File: config.mk
export PLATFORM = sky130hd
export DESIGN_NAME = cordic_iter
export DESIGN_NICKNAME = d
export VERILOG_FILES = /design/src/rtl/cordic_iter.sv
export SDC_FILE = /design/constraint.sdc
export NUM_CORES = 1
export LEC_CHECK = 0
export BUFFER_PORTS_ARGS = -buffer_cell sky130_fd_sc_hd__buf_4
export CORE_ASPECT_RATIO = 2
export CORE_MARGIN = 8
export CORE_UTILIZATION = 35
export CTS_CLUSTER_DIAMETER = 200
export DETAILED_ROUTE_END_ITERATION = 16
export GPL_ROUTABILITY_DRIVEN = 0
export SLEW_MARGIN = 30
export SYNTH_ARGS = -nofsm -noshare
export SYNTH_HDL_FRONTEND = slang
export SYNTH_SLANG_ARGS = --single-unit
File: constraint.sdc
create_clock -name clk -period 8.55 [get_ports clk]
set_input_delay 1.2825 -clock clk [delete_from_list [all_inputs] [get_ports clk]]
set_output_delay 1.2825 -clock clk [all_outputs]
set_load 0.005 [all_outputs]
File: src/rtl/cordic_iter.sv
// Iterative CORDIC micro-rotation engine: one shift-add rotation per cycle, vectoring or rotation mode.
// Results are raw (gain-unscaled); a single-cycle out_valid strobes them, in_ready gates the next vector.
module cordic_iter #(
   parameter int DATA_WIDTH = 20,
   parameter int FRAC       = 16,
   parameter int ITER       = 12
) (
   input  logic                         clk,
   input  logic                         rst_n,
   input  logic                         in_valid,
   output logic                         in_ready,
   input  logic                         mode,
   input  logic                         neg_in,
   input  logic [ITER-1:0]              dir_in,
   input  logic signed [DATA_WIDTH-1:0] x_in,
   input  logic signed [DATA_WIDTH-1:0] y_in,
   output logic                         out_valid,
   output logic signed [DATA_WIDTH-1:0] x_out,
   output logic signed [DATA_WIDTH-1:0] y_out,
   output logic [ITER-1:0]              dir_out,
   output logic                         neg_out
);

   localparam int CNT_W = (ITER > 1) ? $clog2(ITER) : 1;

   if (ITER < 1 || ITER > DATA_WIDTH - 1 || FRAC < 0 || FRAC >= DATA_WIDTH) begin : g_param_check
      $error("cordic_iter: illegal DATA_WIDTH/FRAC/ITER combination");
   end

   typedef enum logic [1:0] {IDLE, RUN, DONE} state_t;

   state_t                       state;
   logic [CNT_W-1:0]             cnt;
   logic                         mode_r;
   logic                         neg;
   logic [ITER-1:0]              dir;
   logic signed [DATA_WIDTH-1:0] x;
   logic signed [DATA_WIDTH-1:0] y;

   logic                         load_neg;
   logic                         d;
   logic signed [DATA_WIDTH-1:0] x_sh;
   logic signed [DATA_WIDTH-1:0] y_sh;
   logic signed [DATA_WIDTH-1:0] x_nxt;
   logic signed [DATA_WIDTH-1:0] y_nxt;

   always_comb begin
      // vectoring folds the left half-plane onto the right with a 180 degree pre-rotation
      load_neg = mode ? neg_in : x_in[DATA_WIDTH-1];
      x_sh     = x >>> cnt;
      y_sh     = y >>> cnt;
      d        = mode_r ? dir[cnt] : ~y[DATA_WIDTH-1];
      if (d) begin
         x_nxt = x + y_sh;
         y_nxt = y - x_sh;
      end else begin
         x_nxt = x - y_sh;
         y_nxt = y + x_sh;
      end
   end

   always_ff @(posedge clk or negedge rst_n) begin
      if (!rst_n) begin
         state     <= IDLE;
         in_ready  <= 1'b0;
         out_valid <= 1'b0;
         cnt       <= '0;
         mode_r    <= 1'b0;
         neg       <= 1'b0;
         dir       <= '0;
         x         <= '0;
         y         <= '0;
      end else begin
         case (state)
            IDLE: begin
               in_ready <= 1'b1;
               if (in_valid && in_ready) begin
                  in_ready <= 1'b0;
                  state    <= RUN;
                  mode_r   <= mode;
                  dir      <= dir_in;
                  neg      <= load_neg;
                  cnt      <= '0;
                  x        <= load_neg ? -x_in : x_in;
                  y        <= load_neg ? -y_in : y_in;
               end
            end
            RUN: begin
               x        <= x_nxt;
               y        <= y_nxt;
               dir[cnt] <= d;
               cnt      <= cnt + CNT_W'(1);
               if (cnt == CNT_W'(ITER - 1)) begin
                  state     <= DONE;
                  out_valid <= 1'b1;
               end
            end
            DONE: begin
               out_valid <= 1'b0;
               in_ready  <= 1'b1;
               state     <= IDLE;
            end
            default: state <= IDLE;
         endcase
      end
   end

   assign x_out   = x;
   assign y_out   = y;
   assign dir_out = dir;
   assign neg_out = neg;

endmodule
Word level (Yosys, flattened, before mapping)
Index checks and enable logic that the tools add are counted.

$add $sub $neg: 7. Order comparisons: 2. Eq/ne operators: 5. Shift-type cells: 2. Mux-type cells: 26. Bitwise operators: 1. Reduce and logical (&&, ||, !) cells: 10.

Operators by type and width (count): 20-bit two-way mux (6); 20-bit one-hot mux with 2 select lines (2); 20-bit adder (2); 20-bit negation (2); 20-bit by 4-bit >>> shifter with 20-bit output (2); 20-bit subtractor (2); 12-bit one-hot mux with 2 select lines (1); 12-bit bitwise mux (1); 12-bit two-way mux (1); 4-bit one-hot mux with 2 select lines (1); 2-bit AND reduction (4); 1-bit two-way mux (6); 2-bit nonzero test (3); 4-bit by 5-bit < comparator with 1-bit output, second input constant (1); 4-bit by 1-bit adder with 4-bit output, second input constant (1); 1-bit binary-select mux with 4-bit select (1); 1-bit demux with 4-bit select (1); 4-bit equality test, second input constant (1); 4-bit by 1-bit greater-or-equal comparator with 1-bit output, second input constant (1); 2-bit two-way mux (2); 4-bit two-way mux (1); 2-bit != test, second input constant (2); 1-bit one-hot mux with 2 select lines (2); 2-bit one-hot mux with 2 select lines (1); other kinds (5) (6).

Flip-flop bits (word level): 62. Input port bits: 57. Output and inout bits: 55. Logic and storage cells: 62.

Depth between registers and ports, before layout
Gate-level depths: netlist (run 1).

Depth in word-level cells: 6. Gate-level depth with buffers: 23. Gate-level depth less buffers: 19.

Least setup slack after synthesis (run 1)
No wires, ideal clock.

Path type: register to register. From: register cnt[1]. To: register y[18] (netlist: y_out[18]). Library setup time: 133 ps. Arrival: 4910 ps. Data required time: 8417 ps. Slack: 3507 ps. Stages on the path, launching flop included: 19. Path buffers: 4. Period minus slack after synthesis: 5043 ps. Path through: dfrtp_1 -> buf_2 -> buf_2 -> buf_1 -> mux4_2 -> and3_1 -> a211oi_1 -> clkbuf_1 -> a21oi_1 -> fa_1 -> a21oi_1 -> o211ai_1 -> o41ai_1 -> o21ai_0 -> a221oi_1 -> o21ai_0 -> a21oi_1 -> xor2_1 -> o21ai_0.

Word-level cells in the longest chain between the ends: 5. Elaborated cells on any way between the ends: 8. Those cells by class: 2 x add/sub; 1 x shift; 5 x mux.

Ends and longest elaborated chain: start: declaration (line 33) `logic [CNT_W-1:0] cnt;`; start signal: assignment (line 92) `cnt <= cnt + CNT_W'(1);`; parallel branches: the longest is 3 deep, another holds 20-bit adder; 20-bit two-way mux (*) (line 53) `if (d) begin`; 20-bit one-hot mux with 2 select lines (*) (line 74) `case (state)`; end signal: assignment (line 85) `y <= load_neg ? -y_in : y_in;`; end signal: assignment (line 90) `y <= y_nxt;`; end: declaration (line 38) `logic signed [DATA_WIDTH-1:0] y;`.

Every way passes the cells marked *. The select of a mux whose other input is x is not followed. A chain may end at the register's enable or synchronous reset.

Final worst setup path (run 1)
From: register cnt[0]. To: register y[18] (netlist: y_out[18]).

The elaborated chain is that of the path after synthesis.

==> flow_summary.html, run 1 <==
<table>
<tr><th>Metric</th><th>Value</th></tr>
<tr><th colspan="2">GRT</th></tr>
<tr><td>Pin count of the biggest net entering global routing</td><td>73</td></tr>
<tr><td>Via count of the first global-routing pass</td><td>8483</td></tr>
<tr><td>First-pass GRT wire length</td><td>46.3 mm</td></tr>
<tr><td>All-Layer GR Usage</td><td>19.6%</td></tr>
<tr><td>Remaining global-route overflow</td><td>0</td></tr>
<tr><td>Number of antenna violations at the first check in global routing</td><td>0</td></tr>
<tr><th colspan="2">Floorplanning</th></tr>
<tr><td>Placeable core region</td><td>23600 µm²</td></tr>
<tr><td>Area of the die</td><td>29300 µm²</td></tr>
<tr><td>Boundary pin count</td><td>112</td></tr>
<tr><td>Width of the chip</td><td>125 µm</td></tr>
<tr><td>Site row count</td><td>80</td></tr>
<tr><td>Die outline height</td><td>234 µm</td></tr>
<tr><td>Effective utilization at floorplan</td><td>35.3%</td></tr>
<tr><th colspan="2">Clock network</th></tr>
<tr><td>Clock transition at the registers of the reported paths</td><td>0.06 ns</td></tr>
<tr><td>Clock Tree Root</td><td>sky130_fd_sc_hd__clkbuf_16</td></tr>
<tr><td>TritonCTS Buffers</td><td>9</td></tr>
<tr><td>CTS Buffer Depth</td><td>2</td></tr>
<tr><td>Clock sink count</td><td>62</td></tr>
<tr><td>CTS tree</td><td>built</td></tr>
<tr><td>Cells resized by post-CTS repair</td><td>0</td></tr>
<tr><td>Setup fix buffers added after clock tree synthesis</td><td>0</td></tr>
<tr><td>Clock insertion delay at the later pin of the skew report</td><td>0.35 ns</td></tr>
<tr><td>CTS HTree Levels</td><td>3</td></tr>
<tr><td>Hold buffer count at CTS</td><td>0</td></tr>
<tr><th colspan="2">Drt</th></tr>
<tr><td>TritonRoute pass-1 iters</td><td>5</td></tr>
<tr><td>Routed wire length per instance</td><td>20.7 µm</td></tr>
<tr><td>Iteration-0 DRC Markers</td><td>564</td></tr>
<tr><td>Via-to-Cell Ratio</td><td>6.03</td></tr>
<tr><td>Detail Route Antenna Nets</td><td>0</td></tr>
<tr><td>Routed vias</td><td>8450</td></tr>
<tr><td>Residual DRC count</td><td>0</td></tr>
<tr><td>DRT Wirelength</td><td>29.0 mm</td></tr>
<tr><th colspan="2">Timing</th></tr>
<tr><td>Worst Max-Slew Pin Slew</td><td>0.915 ns</td></tr>
<tr><td>Slack of the critical path</td><td>2.80 ns</td></tr>
<tr><td>Setup repair after global routing missed its margin</td><td>false</td></tr>
<tr><td>WHS</td><td>0.497 ns</td></tr>
<tr><td>Post-route setup TNS</td><td>0 ns</td></tr>
<tr><td>Share of the cycle needed by the critical path after routing</td><td>67.3%</td></tr>
<tr><td>Final hold violation count</td><td>0</td></tr>
<tr><td>Shortest period the worst path allows</td><td>5.75 ns</td></tr>
<tr><td>Max transition margin</td><td>38.5%</td></tr>
<tr><td>Worst Clk Skew</td><td>0.00762 ns</td></tr>
<tr><td>Total setup violations reported at the end of the flow</td><td>0</td></tr>
<tr><td>Final number of max-transition violations</td><td>0</td></tr>
<tr><td>Maximum clock frequency</td><td>174 MHz</td></tr>
<tr><th colspan="2">Place</th></tr>
<tr><td>Estimated wirelength of the detail-placed design</td><td>21.8 mm</td></tr>
<tr><td>Total placed instance area</td><td>9370 µm²</td></tr>
<tr><td>Post-placement setup slack</td><td>2.88 ns</td></tr>
<tr><td>Quantity of I/O buffers inserted on ports</td><td>111</td></tr>
<tr><th colspan="2">Setup path</th></tr>
<tr><td>Crit path kind</td><td>flop to flop</td></tr>
<tr><td>Nature of the critical path endpoint</td><td>flop</td></tr>
<tr><td>Crit path DAT</td><td>5.98 ns</td></tr>
<tr><td>Ordered list of cells on the worst path</td><td>buf_4 -&gt; mux4_2 -&gt; a221oi_1 -&gt; nand3_1 -&gt; inv_1 -&gt; a31oi_1 -&gt; xor2_1 -&gt; ha_1 -&gt; nand3_1 -&gt; o211ai_1 -&gt; o41ai_1 -&gt; o21ai_0 -&gt; a221oi_1 -&gt; o21ai_0 -&gt; a21oi_1 -&gt; xor2_1 -&gt; o21ai_0</td></tr>
<tr><td>Cell depth of the worst flop-to-flop path</td><td>17</td></tr>
<tr><td>Worst Path Max Fanout</td><td>40</td></tr>
<tr><td>Setup slack of the worst register-to-register path</td><td>2.80 ns</td></tr>
<tr><td>Crit Reg-Reg Endpoint</td><td>y_out[18]$_DFFE_PN0P_</td></tr>
<tr><td>Crit-path most repeated cell</td><td>sky130_fd_sc_hd__o21ai_0</td></tr>
<tr><td>Cell at the slowest stage of the critical path</td><td>sky130_fd_sc_hd__dfrtp_4</td></tr>
<tr><td>Start of the worst register-to-register path</td><td>cnt[0]$_DFFE_PN0P_</td></tr>
<tr><td>Data required time of the critical path</td><td>8.77 ns</td></tr>
<tr><td>Startpoint types</td><td>flop</td></tr>
<tr><td>Stage delay of the slowest cell on the critical path</td><td>0.81 ns</td></tr>
<tr><th colspan="2">Yosys</th></tr>
<tr><td>Number of instances in the synthesized netlist</td><td>1039</td></tr>
<tr><td>Syn Area/Cell</td><td>8.03 µm²</td></tr>
<tr><td>Yosys reg bits</td><td>62</td></tr>
<tr><td>Net count after synthesis</td><td>1147</td></tr>
<tr><td>Post-synthesis cell area</td><td>8350 µm²</td></tr>
<tr><td>Count of cell types in the netlist</td><td>63</td></tr>
<tr><td>Share of the yosys chip area belonging to registers</td><td>18.6%</td></tr>
<tr><td>Count of yosys warnings during synthesis</td><td>0</td></tr>
<tr><td>Number of synthesized flops with an enable pin</td><td>0</td></tr>
<tr><td>Share of flip-flops with an asynchronous set or reset after synthesis</td><td>100%</td></tr>
<tr><td>Most used DFF post-synth</td><td>sky130_fd_sc_hd__dfrtp_1</td></tr>
<tr><th colspan="2">Finish</th></tr>
<tr><td>Finished layout cell area</td><td>9650 µm²</td></tr>
<tr><td>Fill cell total of the finished layout</td><td>2450</td></tr>
<tr><td>Number of inserted diodes</td><td>0</td></tr>
<tr><td>Sequential cell area</td><td>1560 µm²</td></tr>
<tr><td>Number of nets in the finished design</td><td>1217</td></tr>
<tr><td>Area added between synthesis and finish</td><td>15.6%</td></tr>
<tr><td>Area of the multi-input gates</td><td>6420 µm²</td></tr>
<tr><td>Share of final-layout standard cells stronger than drive strength 1</td><td>18.2%</td></tr>
<tr><th colspan="2">Hold path</th></tr>
<tr><td>Startpoint of the lowest-slack hold path</td><td>neg_out$_DFFE_PN0P_</td></tr>
<tr><td>Hold EP</td><td>neg_out$_DFFE_PN0P_</td></tr>
<tr><td>Min-Delay Path Class</td><td>flop to flop</td></tr>
<tr><td>Min-Delay Path Depth</td><td>2</td></tr>
<tr><th colspan="2">Flow run</th></tr>
<tr><td>Number of maximum-capacitance violations</td><td>0</td></tr>
<tr><th colspan="2">Outcome</th></tr>
<tr><td>Status</td><td>completed</td></tr>
</table>
==> flip-flops by register name, indices dropped and copies added (netlist names), 2 cells and up <==
register	cells
x_out	20
cnt	4
y_out	20
dir_out	12
state	2
==> per-stage QoR <==
step	util (%)	std cells
3_5_place_dp	39.7	1385
4_1_cts	40.8	1401
3_3_place_gp	39.7	1385
5_1_grt	40.8	1401
2_1_floorplan	-	1039
6_report	40.8	1401
==> critical path, delay by kind of cell (launching register included) <==
kind	cells	cell delay, ns
muxes	1	0.57
xor gates and xnor gates	2	0.32
DFF	1	0.81
adders and majority gates	1	0.36
AOI/OAI and AO/OA	9	2.40
and+or+nand+nor	2	0.45
buffers and inverters	2	0.69
==> final cells by class <==
class	instances	area share, %
inverter	29	1.13
clock inverter	7	0.519
multi-input combinational	883	66.5
clock buffer	9	2.33
tap	287	3.72
timing repair buffer	124	9.65
sequential	62	16.1
==> how the worst max path moves through the flow <==
stage                       startpoint                     to
floorplan           cnt[1]$_DFFE_PN0P_  y_out[18]$_DFFE_PN0P_
global placement    cnt[0]$_DFFE_PN0P_  y_out[18]$_DFFE_PN0P_
detailed placement  cnt[0]$_DFFE_PN0P_  y_out[18]$_DFFE_PN0P_
CTS                 cnt[0]$_DFFE_PN0P_  y_out[18]$_DFFE_PN0P_
global route        cnt[0]$_DFFE_PN0P_  y_out[18]$_DFFE_PN0P_
finish              cnt[0]$_DFFE_PN0P_  y_out[18]$_DFFE_PN0P_
==> cells in the final DEF, fill, tap and decap left out, types with 4 or more instances in the layout <==
| cell | n |
|---|---|
| sky130_fd_sc_hd__a211oi_1 | 8 |
| sky130_fd_sc_hd__a21o_1 | 11 |
| sky130_fd_sc_hd__a21oi_1 | 60 |
| sky130_fd_sc_hd__a221oi_1 | 14 |
| sky130_fd_sc_hd__a22oi_1 | 5 |
| sky130_fd_sc_hd__a31oi_1 | 22 |
| sky130_fd_sc_hd__a41oi_1 | 4 |
| sky130_fd_sc_hd__and2_1 | 8 |
| sky130_fd_sc_hd__and3_1 | 19 |
| sky130_fd_sc_hd__buf_4 | 124 |
| sky130_fd_sc_hd__clkbuf_16 | 9 |
| sky130_fd_sc_hd__dfrtp_1 | 60 |
| sky130_fd_sc_hd__ha_1 | 49 |
| sky130_fd_sc_hd__inv_1 | 27 |
| sky130_fd_sc_hd__mux2_1 | 8 |
| sky130_fd_sc_hd__mux2_2 | 21 |
| sky130_fd_sc_hd__mux2i_1 | 52 |
| sky130_fd_sc_hd__mux4_2 | 21 |
| sky130_fd_sc_hd__nand2_1 | 100 |
| sky130_fd_sc_hd__nand2b_1 | 13 |
| sky130_fd_sc_hd__nand3_1 | 30 |
| sky130_fd_sc_hd__nor2_1 | 62 |
| sky130_fd_sc_hd__nor2b_1 | 11 |
| sky130_fd_sc_hd__nor3_1 | 21 |
| sky130_fd_sc_hd__nor4_1 | 6 |
| sky130_fd_sc_hd__o211ai_1 | 34 |
| sky130_fd_sc_hd__o21a_1 | 14 |
| sky130_fd_sc_hd__o21ai_0 | 93 |
| sky130_fd_sc_hd__o21bai_1 | 5 |
| sky130_fd_sc_hd__o22ai_1 | 14 |
| sky130_fd_sc_hd__o31ai_1 | 14 |
| sky130_fd_sc_hd__o41ai_1 | 4 |
| sky130_fd_sc_hd__or2_2 | 4 |
| sky130_fd_sc_hd__or3_1 | 10 |
| sky130_fd_sc_hd__or4_1 | 4 |
| sky130_fd_sc_hd__xnor2_1 | 50 |
| sky130_fd_sc_hd__xor2_1 | 47 |
==> metal layers <==
metal,wire length (µm),up-vias,track usage (%)
met5,0,-,0
met4,1150,0,9.12
met3,1790,55,3.42
met2,14100,345,33.9
met1,11900,4029,23.2
li1,-,4021,-
==> Yosys cell counts, types with 22 or more instances <==
cell	n	area, µm²
sky130_fd_sc_hd__dfrtp_1	62	1550
sky130_fd_sc_hd__o21ai_0	93	465
sky130_fd_sc_hd__mux2i_1	53	531
sky130_fd_sc_hd__nand2_1	101	379
sky130_fd_sc_hd__ha_1	49	613
sky130_fd_sc_hd__a31oi_1	22	138
sky130_fd_sc_hd__nand3_1	30	150
sky130_fd_sc_hd__a21oi_1	60	300
sky130_fd_sc_hd__inv_1	28	105
sky130_fd_sc_hd__xnor2_1	50	438
sky130_fd_sc_hd__clkbuf_1	43	161
sky130_fd_sc_hd__nor2_1	62	233
sky130_fd_sc_hd__o211ai_1	34	255
sky130_fd_sc_hd__xor2_1	47	412
==> kinds of logic after synthesis <==
family          after synthesis  share of synthesized area, %
buf+inv                      94                          4.72
xor+xnor                     97                          10.2
simple gates                303                          17.6
fa+ha+maj                    51                          7.82
flops                        62                          18.6
mux                         104                          16.1
compound gates              328                          25.0
Power of run 1 is left out: the tool's default activity adds up to more than one toggle a clock period on the data nets, which glitch-free logic cannot reach.
==> inputs of run 2 (changes only) <==
Settings changed: ABC_AREA set to 1.
Clock period 8.55 ns to 5.95 ns, I/O delays scaled along.
==> flow_summary.html, run 2 <==
<table>
<tr><th>Metric</th><th>Value</th></tr>
<tr><th colspan="2">Yosys</th></tr>
<tr><td>Count of cell types in the netlist</td><td>45</td></tr>
<tr><td>Net count after synthesis</td><td>1494</td></tr>
<tr><td>Biggest area consumer among synthesized cells</td><td>sky130_fd_sc_hd__dfrtp_1</td></tr>
<tr><td>Most instantiated library cell after synthesis</td><td>sky130_fd_sc_hd__nand2_1</td></tr>
<tr><td>Number of instances in the synthesized netlist</td><td>1386</td></tr>
<tr><td>Syn Area/Cell</td><td>5.97 µm²</td></tr>
<tr><td>Post-synthesis cell area</td><td>8270 µm²</td></tr>
<tr><td>Most used DFF post-synth</td><td>sky130_fd_sc_hd__dfrtp_1</td></tr>
<tr><td>Leading post-synthesis cells by cell area</td><td>sky130_fd_sc_hd__dfrtp_1 19%, sky130_fd_sc_hd__nand2_1 17%, sky130_fd_sc_hd__nand3_1 13%, sky130_fd_sc_hd__ha_1 7.4%, sky130_fd_sc_hd__a21oi_1 7.0%</td></tr>
<tr><td>Share of the yosys chip area belonging to registers</td><td>18.8%</td></tr>
<tr><td>Area share of the leading cell type in the synthesized netlist</td><td>18.8%</td></tr>
<tr><td>Top cells by instance count after synthesis</td><td>369 x sky130_fd_sc_hd__nand2_1, 208 x sky130_fd_sc_hd__nand3_1, 120 x sky130_fd_sc_hd__nor2_1</td></tr>
<tr><td>Share of flip-flops with an asynchronous set or reset after synthesis</td><td>100%</td></tr>
<tr><td>Yosys reg bits</td><td>62</td></tr>
<tr><td>Count of yosys warnings during synthesis</td><td>0</td></tr>
<tr><td>Number of synthesized flops with an enable pin</td><td>0</td></tr>
<tr><th colspan="2">Floorplanning</th></tr>
<tr><td>Placeable core region</td><td>23200 µm²</td></tr>
<tr><td>Boundary pin count</td><td>112</td></tr>
<tr><td>Area of the die</td><td>29100 µm²</td></tr>
<tr><td>Width of the chip</td><td>125 µm</td></tr>
<tr><td>Effective utilization at floorplan</td><td>35.6%</td></tr>
<tr><td>Die outline height</td><td>233 µm</td></tr>
<tr><td>Site row count</td><td>79</td></tr>
<tr><th colspan="2">GRT</th></tr>
<tr><td>All-Layer GR Usage</td><td>21.2%</td></tr>
<tr><td>First-pass GRT wire length</td><td>49.5 mm</td></tr>
<tr><td>Pin count of the biggest net entering global routing</td><td>63</td></tr>
<tr><td>Number of antenna violations at the first check in global routing</td><td>0</td></tr>
<tr><td>Remaining global-route overflow</td><td>0</td></tr>
<tr><td>Via count of the first global-routing pass</td><td>9512</td></tr>
<tr><th colspan="2">Flow run</th></tr>
<tr><td>Number of maximum-capacitance violations</td><td>0</td></tr>
<tr><th colspan="2">Place</th></tr>
<tr><td>Quantity of I/O buffers inserted on ports</td><td>111</td></tr>
<tr><td>Estimated wirelength of the detail-placed design</td><td>24.3 mm</td></tr>
<tr><th colspan="2">Finish</th></tr>
<tr><td>Most common cell after layout, fill and taps aside</td><td>sky130_fd_sc_hd__nand2_1</td></tr>
<tr><td>Number of inserted diodes</td><td>0</td></tr>
<tr><td>Commonest cells after routing, fill and taps aside</td><td>368 x sky130_fd_sc_hd__nand2_1, 208 x sky130_fd_sc_hd__nand3_1, 122 x sky130_fd_sc_hd__buf_4</td></tr>
<tr><td>Fill cell total of the finished layout</td><td>2526</td></tr>
<tr><td>Number of nets in the finished design</td><td>1568</td></tr>
<tr><td>Area added between synthesis and finish</td><td>16.3%</td></tr>
<tr><td>Share of final-layout standard cells stronger than drive strength 1</td><td>12.1%</td></tr>
<tr><th colspan="2">Setup path</th></tr>
<tr><td>Crit Reg-Reg Endpoint</td><td>y_out[19]$_DFFE_PN0P_</td></tr>
<tr><td>Data required time of the critical path</td><td>6.23 ns</td></tr>
<tr><td>Start of the worst register-to-register path</td><td>cnt[0]$_DFFE_PN0P_</td></tr>
<tr><td>Worst setup path startpoint</td><td>cnt[0]$_DFFE_PN0P_</td></tr>
<tr><td>Startpoint types</td><td>flop</td></tr>
<tr><td>Worst Path Max Fanout</td><td>49</td></tr>
<tr><td>Cell depth of the worst flop-to-flop path</td><td>25</td></tr>
<tr><td>Crit path DAT</td><td>5.36 ns</td></tr>
<tr><td>Setup slack of the worst register-to-register path</td><td>0.87 ns</td></tr>
<tr><td>Crit path kind</td><td>flop to flop</td></tr>
<tr><td>Nature of the critical path endpoint</td><td>flop</td></tr>
<tr><th colspan="2">Timing</th></tr>
<tr><td>Worst Max-Slew Pin Slew</td><td>0.946 ns</td></tr>
<tr><td>Final number of max-transition violations</td><td>0</td></tr>
<tr><td>Total setup violations reported at the end of the flow</td><td>0</td></tr>
<tr><td>Max transition margin</td><td>36.8%</td></tr>
<tr><td>Share of the cycle needed by the critical path after routing</td><td>85.4%</td></tr>
<tr><td>Maximum clock frequency</td><td>197 MHz</td></tr>
<tr><td>Worst Clk Skew</td><td>0.0130 ns</td></tr>
<tr><td>Final hold violation count</td><td>0</td></tr>
<tr><td>Post-route setup TNS</td><td>0 ns</td></tr>
<tr><td>Shortest period the worst path allows</td><td>5.08 ns</td></tr>
<tr><td>Setup repair after global routing missed its margin</td><td>false</td></tr>
<tr><th colspan="2">Outcome</th></tr>
<tr><td>Status</td><td>completed</td></tr>
<tr><th colspan="2">Clock network</th></tr>
<tr><td>Clock sink count</td><td>62</td></tr>
<tr><td>CTS tree</td><td>built</td></tr>
<tr><td>CTS Buffer Depth</td><td>2</td></tr>
<tr><td>Clock insertion delay at the later pin of the skew report</td><td>0.36 ns</td></tr>
<tr><td>Setup fix buffers added after clock tree synthesis</td><td>0</td></tr>
<tr><td>Cells resized by post-CTS repair</td><td>0</td></tr>
<tr><td>Hold buffer count at CTS</td><td>0</td></tr>
<tr><td>Clock transition at the registers of the reported paths</td><td>0.06 ns</td></tr>
<tr><td>TritonCTS Buffers</td><td>9</td></tr>
<tr><td>Clock Tree Root</td><td>sky130_fd_sc_hd__clkbuf_16</td></tr>
<tr><td>CTS HTree Levels</td><td>3</td></tr>
<tr><th colspan="2">Hold path</th></tr>
<tr><td>Min-Delay Path Depth</td><td>2</td></tr>
<tr><td>Min-Delay Path Class</td><td>flop to flop</td></tr>
<tr><td>Hold EP</td><td>neg_out$_DFFE_PN0P_</td></tr>
<tr><td>Startpoint of the lowest-slack hold path</td><td>neg_out$_DFFE_PN0P_</td></tr>
<tr><th colspan="2">Drt</th></tr>
<tr><td>Via-to-Cell Ratio</td><td>5.53</td></tr>
<tr><td>Routed vias</td><td>9660</td></tr>
<tr><td>Iteration-0 DRC Markers</td><td>529</td></tr>
<tr><td>Detail Route Antenna Nets</td><td>0</td></tr>
<tr><td>Routed wire length per instance</td><td>18.0 µm</td></tr>
<tr><td>Residual DRC count</td><td>0</td></tr>
<tr><td>TritonRoute pass-1 iters</td><td>5</td></tr>
<tr><td>DRT Wirelength</td><td>31.4 mm</td></tr>
</table>
==> run 2: cell count changes in the layout (fill, tap and decap cells not counted), sizes merged, moves of 27 or more <==
cell   change
mux2i     -53
xnor2     -27
nand2    +269
inv       +79
nor2      +64
nand3    +177
mux2      -30
a21oi     +64
==> run 2: worst max path at each step <==
stage                     cells after the start  slack [ns]                    end
after global routing                         27        0.40  y_out[19]$_DFFE_PN0P_
after detailed placement                     26        0.94  y_out[19]$_DFFE_PN0P_
final                                        25        0.87  y_out[19]$_DFFE_PN0P_
after CTS                                    26        0.91  y_out[19]$_DFFE_PN0P_
after global placement                       26        1.06  y_out[19]$_DFFE_PN0P_
after floorplan                              27        2.36  y_out[19]$_DFFE_PN0P_
==> run 2: metal layers <==
| layer | part of all wire [%] | up-vias | global-route usage [%] |
|---|---|---|---|
| met5 | 0 | - | 0 |
| met4 | 6.9 | 0 | 15.0 |
| met3 | 3.6 | 86 | 2.97 |
| met2 | 49 | 266 | 37.9 |
| met1 | 40 | 4452 | 22.6 |
| li1 | - | 4856 | - |
==> run 2: logic make-up (layout without fill, tap and decap cells) <==
group / after synthesis / in the layout / synth area share [%]
xor gates and xnor gates: 59 / 59 / 6.25
DFF: 62 / 62 / 18.8
AOI/OAI and AO/OA: 288 / 288 / 19.7
adders and majority gates: 51 / 51 / 7.90
and+or+nand+nor: 756 / 756 / 39.1
buffers and inverters: 170 / 248 / 8.29
==> run 2: area by class of cell <==
| class | count | area (µm²) | area share (%) |
|---|---|---|---|
| Multi-Input combinational cell | 1154 | 6050 | 62.9 |
| Sequential cell | 62 | 1550 | 16.1 |
| Timing Repair Buffer | 123 | 927 | 9.64 |
| Inverter | 110 | 413 | 4.29 |
| Tap cell | 283 | 354 | 3.68 |
| Clock buffer | 12 | 256 | 2.67 |
| Clock inverter | 3 | 67.6 | 0.702 |
==> run 2: through the flow <==
step	setup slack, ns	hold slack (ns)	utilization [%]	std cells	instance area (µm²)
global placement	1.06	0.476	40.0	1732	9290
finish	0.872	0.498	41.4	1747	9620
global route	0.402	0.524	41.4	1747	9620
CTS	0.911	0.499	41.4	1747	9610
floorplan	2.36	0.459	-	1386	8270
detailed placement	0.945	0.487	40.0	1732	9290
==> run 2: worst max-delay path: stages, from the launching register on <==
cell,delay [ns]
sky130_fd_sc_hd__dfrtp_1,0.36
sky130_fd_sc_hd__buf_4,0.45
sky130_fd_sc_hd__inv_2,0.46
sky130_fd_sc_hd__nand2_1,0.20
sky130_fd_sc_hd__nand3_1,0.11
sky130_fd_sc_hd__nand3_1,0.16
sky130_fd_sc_hd__nand2_1,0.11
sky130_fd_sc_hd__a21oi_2,0.20
sky130_fd_sc_hd__ha_1,0.25
sky130_fd_sc_hd__nand2_1,0.09
sky130_fd_sc_hd__nor2_2,0.12
sky130_fd_sc_hd__inv_2,0.05
sky130_fd_sc_hd__nor2_2,0.11
sky130_fd_sc_hd__nand2_1,0.09
sky130_fd_sc_hd__nor3_2,0.20
sky130_fd_sc_hd__a21oi_1,0.12
sky130_fd_sc_hd__xnor2_1,0.16
sky130_fd_sc_hd__ha_1,0.35
sky130_fd_sc_hd__nand2_1,0.08
sky130_fd_sc_hd__nor3_1,0.28
sky130_fd_sc_hd__nand2_1,0.10
sky130_fd_sc_hd__o311ai_0,0.53
sky130_fd_sc_hd__inv_1,0.08
sky130_fd_sc_hd__nand3_1,0.10
sky130_fd_sc_hd__nand3_1,0.07
sky130_fd_sc_hd__a21oi_1,0.15
Power of run 2 is left out for the same reason.
